**src/rtl/picorv_native_dma.sv**
```systemverilog
// picorv_native_dma: word-copy DMA initiator on the PicoRV32 native memory bus.
// Alternates read/write transactions with one idle cycle after every completion.
module picorv_native_dma #(
    parameter int TIMEOUT = 1024,
    parameter int LEN_W   = 16
) (
    input  logic             clk,
    input  logic             resetn,
    input  logic             start,
    input  logic [31:0]      src_addr,
    input  logic [31:0]      dst_addr,
    input  logic [LEN_W-1:0] len_words,
    output logic             busy,
    output logic             done,
    output logic             error,
    output logic             mem_valid,
    output logic             mem_instr,
    input  logic             mem_ready,
    output logic [31:0]      mem_addr,
    output logic [31:0]      mem_wdata,
    output logic [3:0]       mem_wstrb,
    input  logic [31:0]      mem_rdata
);
    localparam int TW = $clog2(TIMEOUT);
    localparam logic [TW-1:0] TMAX = TW'(TIMEOUT - 1);

    typedef enum logic [2:0] {IDLE, READ, GAP_R, WRITE, GAP_W, FIN} state_t;

    state_t           state;
    logic [31:0]      src;
    logic [31:0]      dst;
    logic [LEN_W-1:0] cnt;
    logic [TW-1:0]    tcnt;

    assign mem_instr = 1'b0;

    // mem_wdata doubles as the word buffer between the read and the write
    always_ff @(posedge clk or negedge resetn) begin
        if (!resetn) begin
            state     <= IDLE;
            src       <= '0;
            dst       <= '0;
            cnt       <= '0;
            tcnt      <= '0;
            busy      <= 1'b0;
            done      <= 1'b0;
            error     <= 1'b0;
            mem_valid <= 1'b0;
            mem_addr  <= '0;
            mem_wdata <= '0;
            mem_wstrb <= '0;
        end else begin
            done <= 1'b0;
            case (state)
                IDLE: if (start) begin
                    src   <= src_addr & ~32'h3;
                    dst   <= dst_addr & ~32'h3;
                    cnt   <= len_words;
                    error <= 1'b0;
                    busy  <= 1'b1;
                    if (len_words == '0) begin
                        state <= FIN;
                        done  <= 1'b1;
                    end else begin
                        state     <= READ;
                        mem_valid <= 1'b1;
                        mem_addr  <= src_addr & ~32'h3;
                        mem_wstrb <= 4'h0;
                        tcnt      <= '0;
                    end
                end
                READ: if (mem_ready) begin
                    mem_wdata <= mem_rdata;
                    mem_valid <= 1'b0;
                    state     <= GAP_R;
                end else if (tcnt == TMAX) begin
                    mem_valid <= 1'b0;
                    error     <= 1'b1;
                    done      <= 1'b1;
                    state     <= FIN;
                end else begin
                    tcnt <= tcnt + 1'b1;
                end
                GAP_R: begin
                    state     <= WRITE;
                    mem_valid <= 1'b1;
                    mem_addr  <= dst;
                    mem_wstrb <= 4'hf;
                    tcnt      <= '0;
                end
                WRITE: if (mem_ready) begin
                    mem_valid <= 1'b0;
                    mem_wstrb <= 4'h0;
                    cnt       <= cnt - 1'b1;
                    src       <= src + 32'd4;
                    dst       <= dst + 32'd4;
                    state     <= (cnt == LEN_W'(1)) ? FIN : GAP_W;
                    done      <= (cnt == LEN_W'(1));
                end else if (tcnt == TMAX) begin
                    mem_valid <= 1'b0;
                    mem_wstrb <= 4'h0;
                    error     <= 1'b1;
                    done      <= 1'b1;
                    state     <= FIN;
                end else begin
                    tcnt <= tcnt + 1'b1;
                end
                GAP_W: begin
                    state     <= READ;
                    mem_valid <= 1'b1;
                    mem_addr  <= src;
                    mem_wstrb <= 4'h0;
                    tcnt      <= '0;
                end
                FIN: begin
                    state <= IDLE;
                    busy  <= 1'b0;
                end
                default: state <= IDLE;
            endcase
        end
    end
endmodule

```
**config.mk**
```make
export PLATFORM = sky130hd
export DESIGN_NAME = picorv_native_dma
export DESIGN_NICKNAME = d
export VERILOG_FILES = /design/src/rtl/picorv_native_dma.sv
export SDC_FILE = /design/constraint.sdc
export NUM_CORES = 1
export LEC_CHECK = 0
export CAP_MARGIN = 20
export CORE_UTILIZATION = 30
export DETAILED_ROUTE_END_ITERATION = 16
export DONT_BUFFER_PORTS = 1
export PLACE_DENSITY = 0.47
export RECOVER_POWER = 50
export SLEW_MARGIN = 20
export SYNTH_ARGS = -nofsm -noshare
export SYNTH_HDL_FRONTEND = slang
export SYNTH_SLANG_ARGS = --single-unit
```
**constraint.sdc**
```tcl
create_clock -name clk -period 2.8 [get_ports clk]
set_input_delay 0.56 -clock clk [delete_from_list [all_inputs] [get_ports clk]]
set_output_delay 0.56 -clock clk [all_outputs]
set_load 0.03 [all_outputs]
```
Word-level counts from Yosys, hierarchy flattened
Index checks and enable logic that the tools add are counted.

storage, ports and cells
  register bits = 165
  latch bits = 0
  memory bits (writable) = 0
  bits in read-only memories = 0
  bits of input ports = 116
  output and inout port bits = 73
  word-level logic and storage cells = 95
  memories kept = 0

operators by class
  $add $sub $neg = 4
  $mul = 0
  divide/modulo/power cells = 0
  $lt $le $gt $ge = 0
  eq/ne operators = 15
  shift-type cells = 0
  muxes and demuxes = 46
  bitwise gates (word level) = 0
  reduce and logical (&&, ||, !) cells = 18

operators with widths
  cell                                                   number
  2-to-1 mux 32 bit                                      6
  one-hot mux 32 bit (2 select lines)                    2
  one-hot mux 32 bit (3 select lines)                    1
  adder 32 x 3 -> 32 bit (second input constant)         2
  2-to-1 mux 10 bit                                      4
  2-to-1 mux 16 bit                                      2
  one-hot mux 16 bit (2 select lines)                    1
  one-hot mux 10 bit (3 select lines)                    1
  equality test 16 x 1 -> 1 bit (second input constant)  1
  logical NOT 16 bit                                     1
  2-to-1 mux 4 bit                                       4
  one-hot mux 4 bit (4 select lines)                     1
  subtractor 16 x 1 -> 16 bit (second input constant)    1
  2-to-1 mux 3 bit                                       5
  one-hot mux 3 bit (5 select lines)                     1
  2-to-1 mux 1 bit                                       14
  AND reduction 4 bit                                    3
  adder 10 x 1 -> 10 bit (second input constant)         1
  equality test 10 bit (second input constant)           1
  inequality test 2 bit (second input constant)          5
  equality test 3 x 2 -> 1 bit (second input constant)   2
  equality test 3 bit (second input constant)            2
  one-hot mux 1 bit (3 select lines)                     2
  AND reduction 3 bit                                    2
  other kinds (12)                                       18

Logic depth before layout (Yosys ltp)
Gate-level depths: netlist (run 1).

  word-level depth = 4
  depth in mapped cells = 9
  mapped depth without buffers = 7

Worst setup path after synthesis (run 1)
OpenSTA, ideal clock, no wires.

  path type = reg-to-reg
  from = register tcnt[0]
  to = register tcnt[5]
  setup time = 0.077 ns
  arrival time = 1.894 ns
  required time = 2.723 ns
  path slack = 0.829 ns
  stages on the path, launching flop included = 8
  buffers on the path = 1
  period minus slack after synthesis = 1.971 ns
  path through = dfrtp_1 ha_1 nand4_1 nor3_1 or3_1 buf_2 or4_1 a21oi_1

between the ends
  longest elaborated chain between the ends = 4
  elaborated cells on any way between the ends = 7
  classes of those cells = 1 x add/sub; 2 x eq/ne; 3 x mux; 1 x reduce/logical

RTL lines
  element                              line     RTL
  from (decl)                          33       logic [TW-1:0] tcnt;
  from (signal assigned)               82       tcnt <= tcnt + 1'b1;
  from (signal assigned)               106      tcnt <= tcnt + 1'b1;
  adder 10 x 1 -> 10 bit               82, 106
  2-to-1 mux 10 bit                    76, 99
  2-to-1 mux 10 bit                    72       READ: if (mem_ready) begin
  one-hot mux 10 bit (3 select lines)  54       case (state)

Parallel ways exist; a longest one is shown, timed or not. The select of a mux whose other input is x is not followed.
A chain may end at the register's enable or synchronous reset.

Final worst setup path (run 1)
  from = register state[0]
  to = register src[31]

between the ends
  longest elaborated chain between the ends = 3
  elaborated cells on any way between the ends = 7
  classes of those cells = 3 x eq/ne; 1 x mux; 3 x reduce/logical

RTL lines
  element                                                                line  RTL
  from (decl)                                                            29    state_t state;
  from (signal assigned)                                                 97    state <= (cnt == LEN_W'(1)) ? FIN : GAP_W;
  equality test 3 x 2 -> 1 bit or logical NOT 3 bit (tied branches)      54
  inequality test 2 bit (no line) or nonzero test 2 bit (tied branches)  -
  AND reduction 3 bit (no line)                                          -
  to (signal assigned)                                                   56    src <= src_addr & ~32'h3;
  to (signal assigned)                                                   95    src <= src + 32'd4;
  to (decl)                                                              30    logic [31:0] src;

Parallel ways exist; a longest one is shown, timed or not.

==> impl_metrics.env, run 1 <==
export IMPL_ys_flop_type="dfrtp_1"
export IMPL_synth_mux_area_share_pct=4.51
export IMPL_fp_dieH_um=172
export IMPL_start_kind="flop"
export IMPL_hold_slack_ps=-172
export IMPL_end_kind="flop"
export IMPL_netlist_instances=960
export IMPL_setup_viol_count_final=0
export IMPL_cts_tree="done"
export IMPL_min_period_over_period_pct=83.4
export IMPL_synth_compound_area_share_pct=26.5
export IMPL_ir_drop_uv=492
export IMPL_status="finished with violations"
export IMPL_grt_max_degree=158
export IMPL_ios=189
export IMPL_grt_setup_unrepaired="false"
export IMPL_grt_pass1_vias=7291
export IMPL_ys_seq_elements=157
export IMPL_final_nets=1047
export IMPL_power_density_nw_per_um2=1310
export IMPL_synth_fa_ha_area_share_pct=0.720
export IMPL_drc=0
export IMPL_fillers=2869
export IMPL_cp_required_ps=3100
export IMPL_yosysWarnings=0
export IMPL_port_buffers=0
export IMPL_viasPerCell=5.70
export IMPL_total_leakage_power_nw=3.69
export IMPL_synthXorXnorAreaFrac_pct=0
export IMPL_yosysSeqAreaShare_pct=45.2
export IMPL_arrival_ps=2630
export IMPL_drt_initial_drc_count=513
export IMPL_r2r_start="state[0]"
export IMPL_fmax_mhz=428
export IMPL_clockBufferDepth=2
export IMPL_min_period_ps=2340
export IMPL_vias=7514
export IMPL_syn_avg_cell_area_um2=9.05
export IMPL_rows=61
export IMPL_critPathSlowestCell="dfrtp_1"
export IMPL_die_w_um=172
export IMPL_slew_headroom_pct=46.9
export IMPL_clkTransAtPathRegs_ps=70
export IMPL_hp_class="primary input to asynchronous set/reset pin"
export IMPL_synth_simple_gate_area_share_pct=18.0
export IMPL_cp_max_fo=20
export IMPL_dp_hpwl_mm=18.8
export IMPL_grt_overflow=0
export IMPL_cts_sinks=157
export IMPL_crit_type="flop to flop"
export IMPL_first_pass_iters=5
export IMPL_cts_buffers_inserted=17
export IMPL_final_common_cell="dfrtp_1"
export IMPL_synth_area_um2=8690
export IMPL_crit_path_max_incr_delay_ps=580
export IMPL_routed_wl_mm=27.5
export IMPL_gr_usage_all_layers_pct=18.7
export IMPL_critical_path_cell_chain="nor2b_1, nand2_2, nor3_1, a31o_2, a21oi_1"
export IMPL_r2r_cells=5
export IMPL_final_cell_mix="dfrtp_1 (157), a21oi_1 (103), nand2_1 (89)"
export IMPL_rrSetupSlack_ps=460
export IMPL_gp_congestion=0.794
export IMPL_postRouteAntennaNets=0
export IMPL_violations="negative hold slack"
export IMPL_maxSlewViolCount=0
export IMPL_synth_cell_type_count=73
export IMPL_synth_edf_count=0
export IMPL_regToRegEndpoint="src[31]"
export IMPL_synth_top_family_by_area="compound AO/OA/AOI/OAI gates"
export IMPL_dieArea_um2=29700
export IMPL_synthArstFlopShare_pct=100
export IMPL_wl_per_cell_um=20.9
export IMPL_worstMarginPinSlew_ps=790
export IMPL_clock_skew_final_ps=13.2
export IMPL_area_growth_syn_to_layout_pct=11.9
export IMPL_initial_core_util_pct=30.9
export IMPL_drv_cap=0
export IMPL_htree_num_levels=4
export IMPL_clock_latency_ps=430
export IMPL_final_util_pct=34.5
export IMPL_post_route_cells_drive_above_1_share_pct=12.0
export IMPL_hold_viol=157
export IMPL_fin_setup_tns_ps=0
export IMPL_synth_fp_nets=1081
export IMPL_core_region_area_um2=28200
export IMPL_antenna_found_initial=4
export IMPL_grt_pass1_wl_mm=42.3
export IMPL_root_buffer="clkbuf_16"
power by group:
| group | internal (W) | total [W] | switching [W] |
|---|---|---|---|
| registers | 0.00333 | 0.00544 | 0.00211 |
| logic | 0.00198 | 0.00476 | 0.00278 |
| clock network | 0.00153 | 0.00254 | 0.00101 |
| total | 0.00683 | 0.0127 | 0.00590 |
worst max-delay path by stage:
stage	from	endpoint	slack (ps)	depth (start not counted)
2_1_floorplan	tcnt[0]	tcnt[5]	830	7
3_3_place_gp	state[0]	mem_wdata[4]	510	5
3_5_place_dp	state[0]	src[31]	490	5
4_1_cts	state[0]	src[31]	460	5
5_1_grt	state[0]	dst[9]	310	6
6_report	state[0]	src[31]	460	5
cell type report:
| type | instances | area, µm² | area share [%] |
|---|---|---|---|
| flip-flops and latches | 157 | 3930 | 40.4 |
| well taps | 378 | 473 | 4.86 |
| diodes | 1 | 2.50 | 0.0257 |
| inverters | 8 | 30.0 | 0.309 |
| clock inverters | 12 | 185 | 1.90 |
| multi-input cells | 709 | 4360 | 44.9 |
| repair buffers | 33 | 294 | 3.02 |
| clock buffers | 20 | 447 | 4.59 |
synthesized netlist by cell type (20+ instances only):
cell         n  area share [%]
a21oi_1    103             5.9
a2bb2oi_1   20             2.0
buf_2       34             2.0
clkbuf_1    39             1.7
dfrtp_1    157              45
mux2_2      33             4.3
nand2_1     90             3.9
nand3_1     34             2.0
nand4_1     23             1.7
nor2_1      57             2.5
nor3_1      20             1.2
o21ai_0     87             5.0
o22a_1      33             3.3
o22ai_1     54             3.9
routing by layer:
metal | part of all wire (%) | global-route usage, %
met3 | 8.3 | 6.13
met1 | 46 | 25.4
met2 | 44 | 28.3
met4 | 1.2 | 4.54
met5 | 0.16 | 0
state kept, by name, summed over array words and instances, names as in the netlist:
| name | count |
|---|---|
| state | 3 |
| dst | 30 |
| error | 1 |
| done | 1 |
| busy | 1 |
| mem_valid | 1 |
| mem_wdata | 32 |
| tcnt | 10 |
| cnt | 16 |
| src | 30 |
| mem_wstrb | 1 |
| mem_addr | 31 |
per-stage QoR:
step	area (µm²)	worst slack (ps)	power (W)	std cells	hold slack (ps)
5_1_grt	9720	308	0.0137	1317	-201
2_1_floorplan	8690	829	0.00882	960	264
3_5_place_dp	9090	493	0.0103	1285	268
3_3_place_gp	9090	509	0.0102	1285	268
6_report	9720	464	0.0127	1318	-172
4_1_cts	9720	464	0.0128	1317	-192
worst max-delay path, delay by kind of cell, from the launching register on:
kind | cells | cell delay [ps]
compound gates | 2 | 280
simple gates | 3 | 1340
flops | 1 | 580
timing repair:
item	in CTS	in global routing
endpoints found under the hold margin	157	157
gates resized for setup	0	0
buffers inserted	0	0
logic make-up after synthesis:
group | after synthesis
AOI/OAI and AO/OA | 365
and+or+nand+nor | 303
adders and majority gates | 5
DFF | 157
buffers and inverters | 94
other | 1
muxes | 35
Note: power is estimated with default switching activity, not from simulation.
==> inputs of run 2 (changes only) <==
==> constraint.sdc (replaced) <==
create_clock -name clk -period 2.4 [get_ports clk]
set_input_delay 0.48 -clock clk [delete_from_list [all_inputs] [get_ports clk]]
set_output_delay 0.48 -clock clk [all_outputs]
set_load 0.03 [all_outputs]
==> impl_metrics.env, run 2 (synthesis results as in run 1) <==
export IMPL_power_frac_clock_pct=19.9
export IMPL_crit_type="flop to flop"
export IMPL_grt_pass1_vias=7234
export IMPL_wl_met1_mm=13.0
export IMPL_dr_wl_met2_mm=12.5
export IMPL_hp_class="primary input to asynchronous set/reset pin"
export IMPL_end_kind="flop"
export IMPL_routed_wl_mm=27.9
export IMPL_reg_largest_list="mem_wdata (32), mem_addr (31)"
export IMPL_vias=7549
export IMPL_final_nets=1059
export IMPL_top_register="mem_wdata"
export IMPL_cts_tree="done"
export IMPL_topRoutingLayerUsed="met5"
export IMPL_grt_setup_unrepaired="false"
export IMPL_clock_skew_final_ps=20.3
export IMPL_core_region_area_um2=28200
export IMPL_drv_cap=0
export IMPL_hold_slack_ps=-251
export IMPL_area_growth_syn_to_layout_pct=13.5
export IMPL_largest_reg_flops=32
export IMPL_fillers=2863
export IMPL_viasPerCell=5.67
export IMPL_worstMarginPinSlew_ps=634
export IMPL_status="finished with violations"
export IMPL_wl_met3_mm=2.02
export IMPL_gr_usage_all_layers_pct=18.8
export IMPL_gp_congestion=0.783
export IMPL_hold_viol=157
export IMPL_port_buffers=0
export IMPL_finalPower_w=0.0151
export IMPL_clkTransAtPathRegs_ps=70
export IMPL_cts_setup_buffers=0
export IMPL_drt_initial_drc_count=521
export IMPL_power_density_nw_per_um2=1530
export IMPL_maxSlewViolCount=0
export IMPL_final_cells=1331
export IMPL_antenna_found_initial=6
export IMPL_final_cell_mix="dfrtp_1 (157), a21oi_1 (103), nand2_1 (89)"
export IMPL_drc=0
export IMPL_clockBufferDepth=2
export IMPL_cts_resized=0
export IMPL_wl_per_cell_um=21.0
export IMPL_final_util_pct=35.0
export IMPL_arrival_ps=2470
export IMPL_postRouteAntennaNets=0
export IMPL_grt_pass1_wl_mm=42.5
export IMPL_cts_buffers_inserted=17
export IMPL_initial_core_util_pct=30.9
export IMPL_die_w_um=172
export IMPL_dieArea_um2=29700
export IMPL_fin_setup_tns_ps=0
export IMPL_min_period_over_period_pct=89.8
export IMPL_grt_max_degree=158
export IMPL_multi_input_area_um2=4360
export IMPL_grt_overflow=0
export IMPL_combPwrFrac_pct=38.2
export IMPL_fp_dieH_um=172
export IMPL_ir_drop_uv=490
export IMPL_clock_latency_ps=440
export IMPL_final_common_cell="dfrtp_1"
export IMPL_setup_viol_count_final=0
export IMPL_min_period_ps=2150
export IMPL_regArea_um2=3930
export IMPL_ios=189
export IMPL_fmax_mhz=464
export IMPL_htree_num_levels=4
export IMPL_first_pass_iters=5
export IMPL_cp_required_ps=2710
export IMPL_netSwitchingPower_w=0.00696
export IMPL_root_buffer="clkbuf_16"
export IMPL_violations="negative hold slack"
export IMPL_dp_cells=1297
export IMPL_p_sw_share_pct=46.1
export IMPL_cp_max_fo=25
export IMPL_rows=61
export IMPL_start_kind="flop"
export IMPL_post_route_cells_drive_above_1_share_pct=13.4
export IMPL_cts_sinks=157
export IMPL_total_leakage_power_nw=3.77
export IMPL_intPower_w=0.00813
export IMPL_dp_hpwl_mm=19.0
export IMPL_slew_headroom_pct=57.4
export IMPL_seqPwrFrac_pct=41.9
==> run 2: stage by stage <==
step           instance area (µm²)  worst slack, ps
2_1_floorplan                 8690              429
3_3_place_gp                  9230              280
3_5_place_dp                  9230              235
4_1_cts                       9860              216
5_1_grt                       9860             31.5
6_report                      9870              246
==> run 2: critical path: stages (launching register included) <==
cell,delay [ps]
dfrtp_1,620
nor2b_1,340
and2_4,390
buf_4,320
nand4_1,130
o22ai_1,130
a21oi_1,80
==> run 2: worst paths after layout <==
| path | to | start | cells past startpoint | slack [ps] |
|---|---|---|---|---|
| worst min-delay path | mem_wdata[7] | resetn | 0 | -250 |
| worst min register to register | dst[2] | dst[2] | 1 | 530 |
| max in group asynchronous | cnt[0] | resetn | 0 | 2200 |
| worst max register to register | dst[10] | state[0] | 6 | 250 |
| worst max-delay path | dst[10] | state[0] | 6 | 250 |
| min in group clk | state[0] | mem_ready | 1 | 160 |
==> run 2: final cells by class <==
cell class	count	share of cell area [%]
sequential	157	39.8
timing repair buffer	45	4.44
clock inverter	13	1.91
multi-input combinational	709	44.2
tap	378	4.79
antenna	2	0.0507
inverter	8	0.304
clock buffer	19	4.49
==> run 2: power groups by stage <==
stage          Combinational, W  Clock, W  Sequential [W]
2_1_floorplan           0.00442         0         0.00588
3_3_place_gp            0.00573         0         0.00635
3_5_place_dp            0.00581         0         0.00637
4_1_cts                 0.00582   0.00306         0.00632
5_1_grt                 0.00646   0.00318         0.00655
6_report                0.00577   0.00300         0.00632
==> run 2: metal layers <==
layer | up-vias | GRT usage, %
met2 | 240 | 28.9
met4 | 8 | 4.23
li1 | 3588 | -
met5 | - | 0
met1 | 3689 | 25.2
met3 | 24 | 6.48
==> inputs of run 3 (changes only) <==
--- a/config.mk
+++ b/config.mk
@@ -10,7 +10,7 @@
 export DETAILED_ROUTE_END_ITERATION = 16
 export DONT_BUFFER_PORTS = 1
 export PLACE_DENSITY = 0.47
-export RECOVER_POWER = 50
+export RECOVER_POWER = 100
 export SLEW_MARGIN = 20
 export SYNTH_ARGS = -nofsm -noshare
 export SYNTH_HDL_FRONTEND = slang
==> impl_metrics.env, run 3 (synthesis results as in run 1) <==
export IMPL_fp_dieH_um=172
export IMPL_cts_resized=0
export IMPL_violations="negative hold slack"
export IMPL_cts_setup_buffers=0
export IMPL_final_common_cell="dfrtp_1"
export IMPL_first_pass_iters=5
export IMPL_post_route_cells_drive_above_1_share_pct=12.7
export IMPL_worst_slack_ps=149
export IMPL_rows=61
export IMPL_clkTransAtPathRegs_ps=70
export IMPL_grt_max_degree=158
export IMPL_dieArea_um2=29700
export IMPL_status="finished with violations"
export IMPL_slew_headroom_pct=55.4
export IMPL_hp_class="primary input to asynchronous set/reset pin"
export IMPL_root_buffer="clkbuf_16"
export IMPL_clock_latency_ps=440
export IMPL_start_kind="flop"
export IMPL_htree_num_levels=4
export IMPL_core_region_area_um2=28200
export IMPL_min_period_ps=2250
export IMPL_wl_per_cell_um=21.0
export IMPL_total_leakage_power_nw=3.75
export IMPL_maxSlewViolCount=0
export IMPL_gr_usage_all_layers_pct=18.8
export IMPL_drv_cap=0
export IMPL_ir_drop_uv=495
export IMPL_port_buffers=0
export IMPL_routed_wl_mm=27.9
export IMPL_fillers=2879
export IMPL_cp_required_ps=2720
export IMPL_grt_pass1_wl_mm=42.5
export IMPL_worstMarginPinSlew_ps=672
export IMPL_crit_type="flop to flop"
export IMPL_arrival_ps=2570
export IMPL_crit_start="state[0]"
export IMPL_final_cell_mix="dfrtp_1 (157), a21oi_1 (104), nand2_1 (90)"
export IMPL_hold_viol=157
export IMPL_fin_setup_tns_ps=0
export IMPL_top_register="mem_wdata"
export IMPL_clock_skew_final_ps=17.7
export IMPL_initial_core_util_pct=30.9
export IMPL_min_period_over_period_pct=93.8
export IMPL_grt_pass1_vias=7234
export IMPL_ios=189
export IMPL_vias=7558
export IMPL_cts_sinks=157
export IMPL_viasPerCell=5.68
export IMPL_power_density_nw_per_um2=1530
export IMPL_drt_initial_drc_count=510
export IMPL_cp_max_fo=48
export IMPL_grt_setup_unrepaired="false"
export IMPL_r2r_start="state[0]"
export IMPL_fmax_mhz=444
export IMPL_end_kind="flop"
export IMPL_area_growth_syn_to_layout_pct=12.7
export IMPL_postRouteAntennaNets=0
export IMPL_final_nets=1059
export IMPL_clockBufferDepth=2
export IMPL_largest_reg_flops=32
export IMPL_gp_congestion=0.783
export IMPL_pre_cts_slack_ps=235
export IMPL_drc=0
export IMPL_hold_slack_ps=-253
export IMPL_cts_tree="done"
export IMPL_reg_largest_list="mem_wdata (32), mem_addr (31)"
export IMPL_cts_buffers_inserted=17
export IMPL_antenna_found_initial=6
export IMPL_setup_viol_count_final=0
export IMPL_grt_overflow=0
export IMPL_dp_hpwl_mm=19.0
export IMPL_die_w_um=172
[run 3: where the power goes]
| part | leakage (nW) | internal (W) | total (W) | switching, W |
|---|---|---|---|---|
| combinational | 1.60 | 0.00241 | 0.00568 | 0.00327 |
| clock | 0.304 | 0.00178 | 0.00300 | 0.00122 |
| sequential | 1.85 | 0.00388 | 0.00632 | 0.00243 |
[run 3: cell type report]
type	count	area [µm²]	area share [%]
multi-input cells	709	4320	44.1
repair buffers	45	403	4.11
clock buffers	19	443	4.52
inverters	8	30.0	0.307
clock inverters	13	189	1.93
diodes	2	5.00	0.0511
well taps	378	473	4.83
flip-flops and latches	157	3930	40.1
[run 3: critical path, stage by stage (launching register included)]
cell	delay, ps
dfrtp_1	540
or3b_1	480
a21oi_1	250
buf_6	380
nand2_1	190
o221a_2	300
[run 3: per-layer routing]
| metal | routed length [µm] | GRT usage, % | part of all wire [%] | up-vias |
|---|---|---|---|---|
| met5 | 50 | 0 | 0.18 | - |
| met3 | 2110 | 6.48 | 7.6 | 25 |
| met1 | 12900 | 25.2 | 46 | 3667 |
| met2 | 12500 | 28.9 | 45 | 270 |
| met4 | 334 | 4.23 | 1.2 | 8 |
| li1 | - | - | - | 3588 |
[run 3: metrics by stage]
| step | std cells | total power (W) | cell area (µm²) | util (%) |
|---|---|---|---|---|
| 2_1_floorplan | 960 | 0.0103 | 8690 | - |
| 3_3_place_gp | 1297 | 0.0121 | 9230 | 32.8 |
| 3_5_place_dp | 1297 | 0.0122 | 9230 | 32.8 |
| 4_1_cts | 1329 | 0.0152 | 9860 | 35.0 |
| 5_1_grt | 1329 | 0.0161 | 9790 | 34.8 |
| 6_report | 1331 | 0.0150 | 9790 | 34.8 |
[run 3: path summary, 6_finish.rpt]
check | end | slack (ps) | cells past startpoint
min reg2reg | dst[2] | 530 | 1
max | dst[26] | 150 | 5
min in group clk | state[0] | 160 | 1
max in group asynchronous | cnt[0] | 2210 | 0
max reg2reg | dst[26] | 150 | 5
min | mem_wdata[7] | -250 | 0
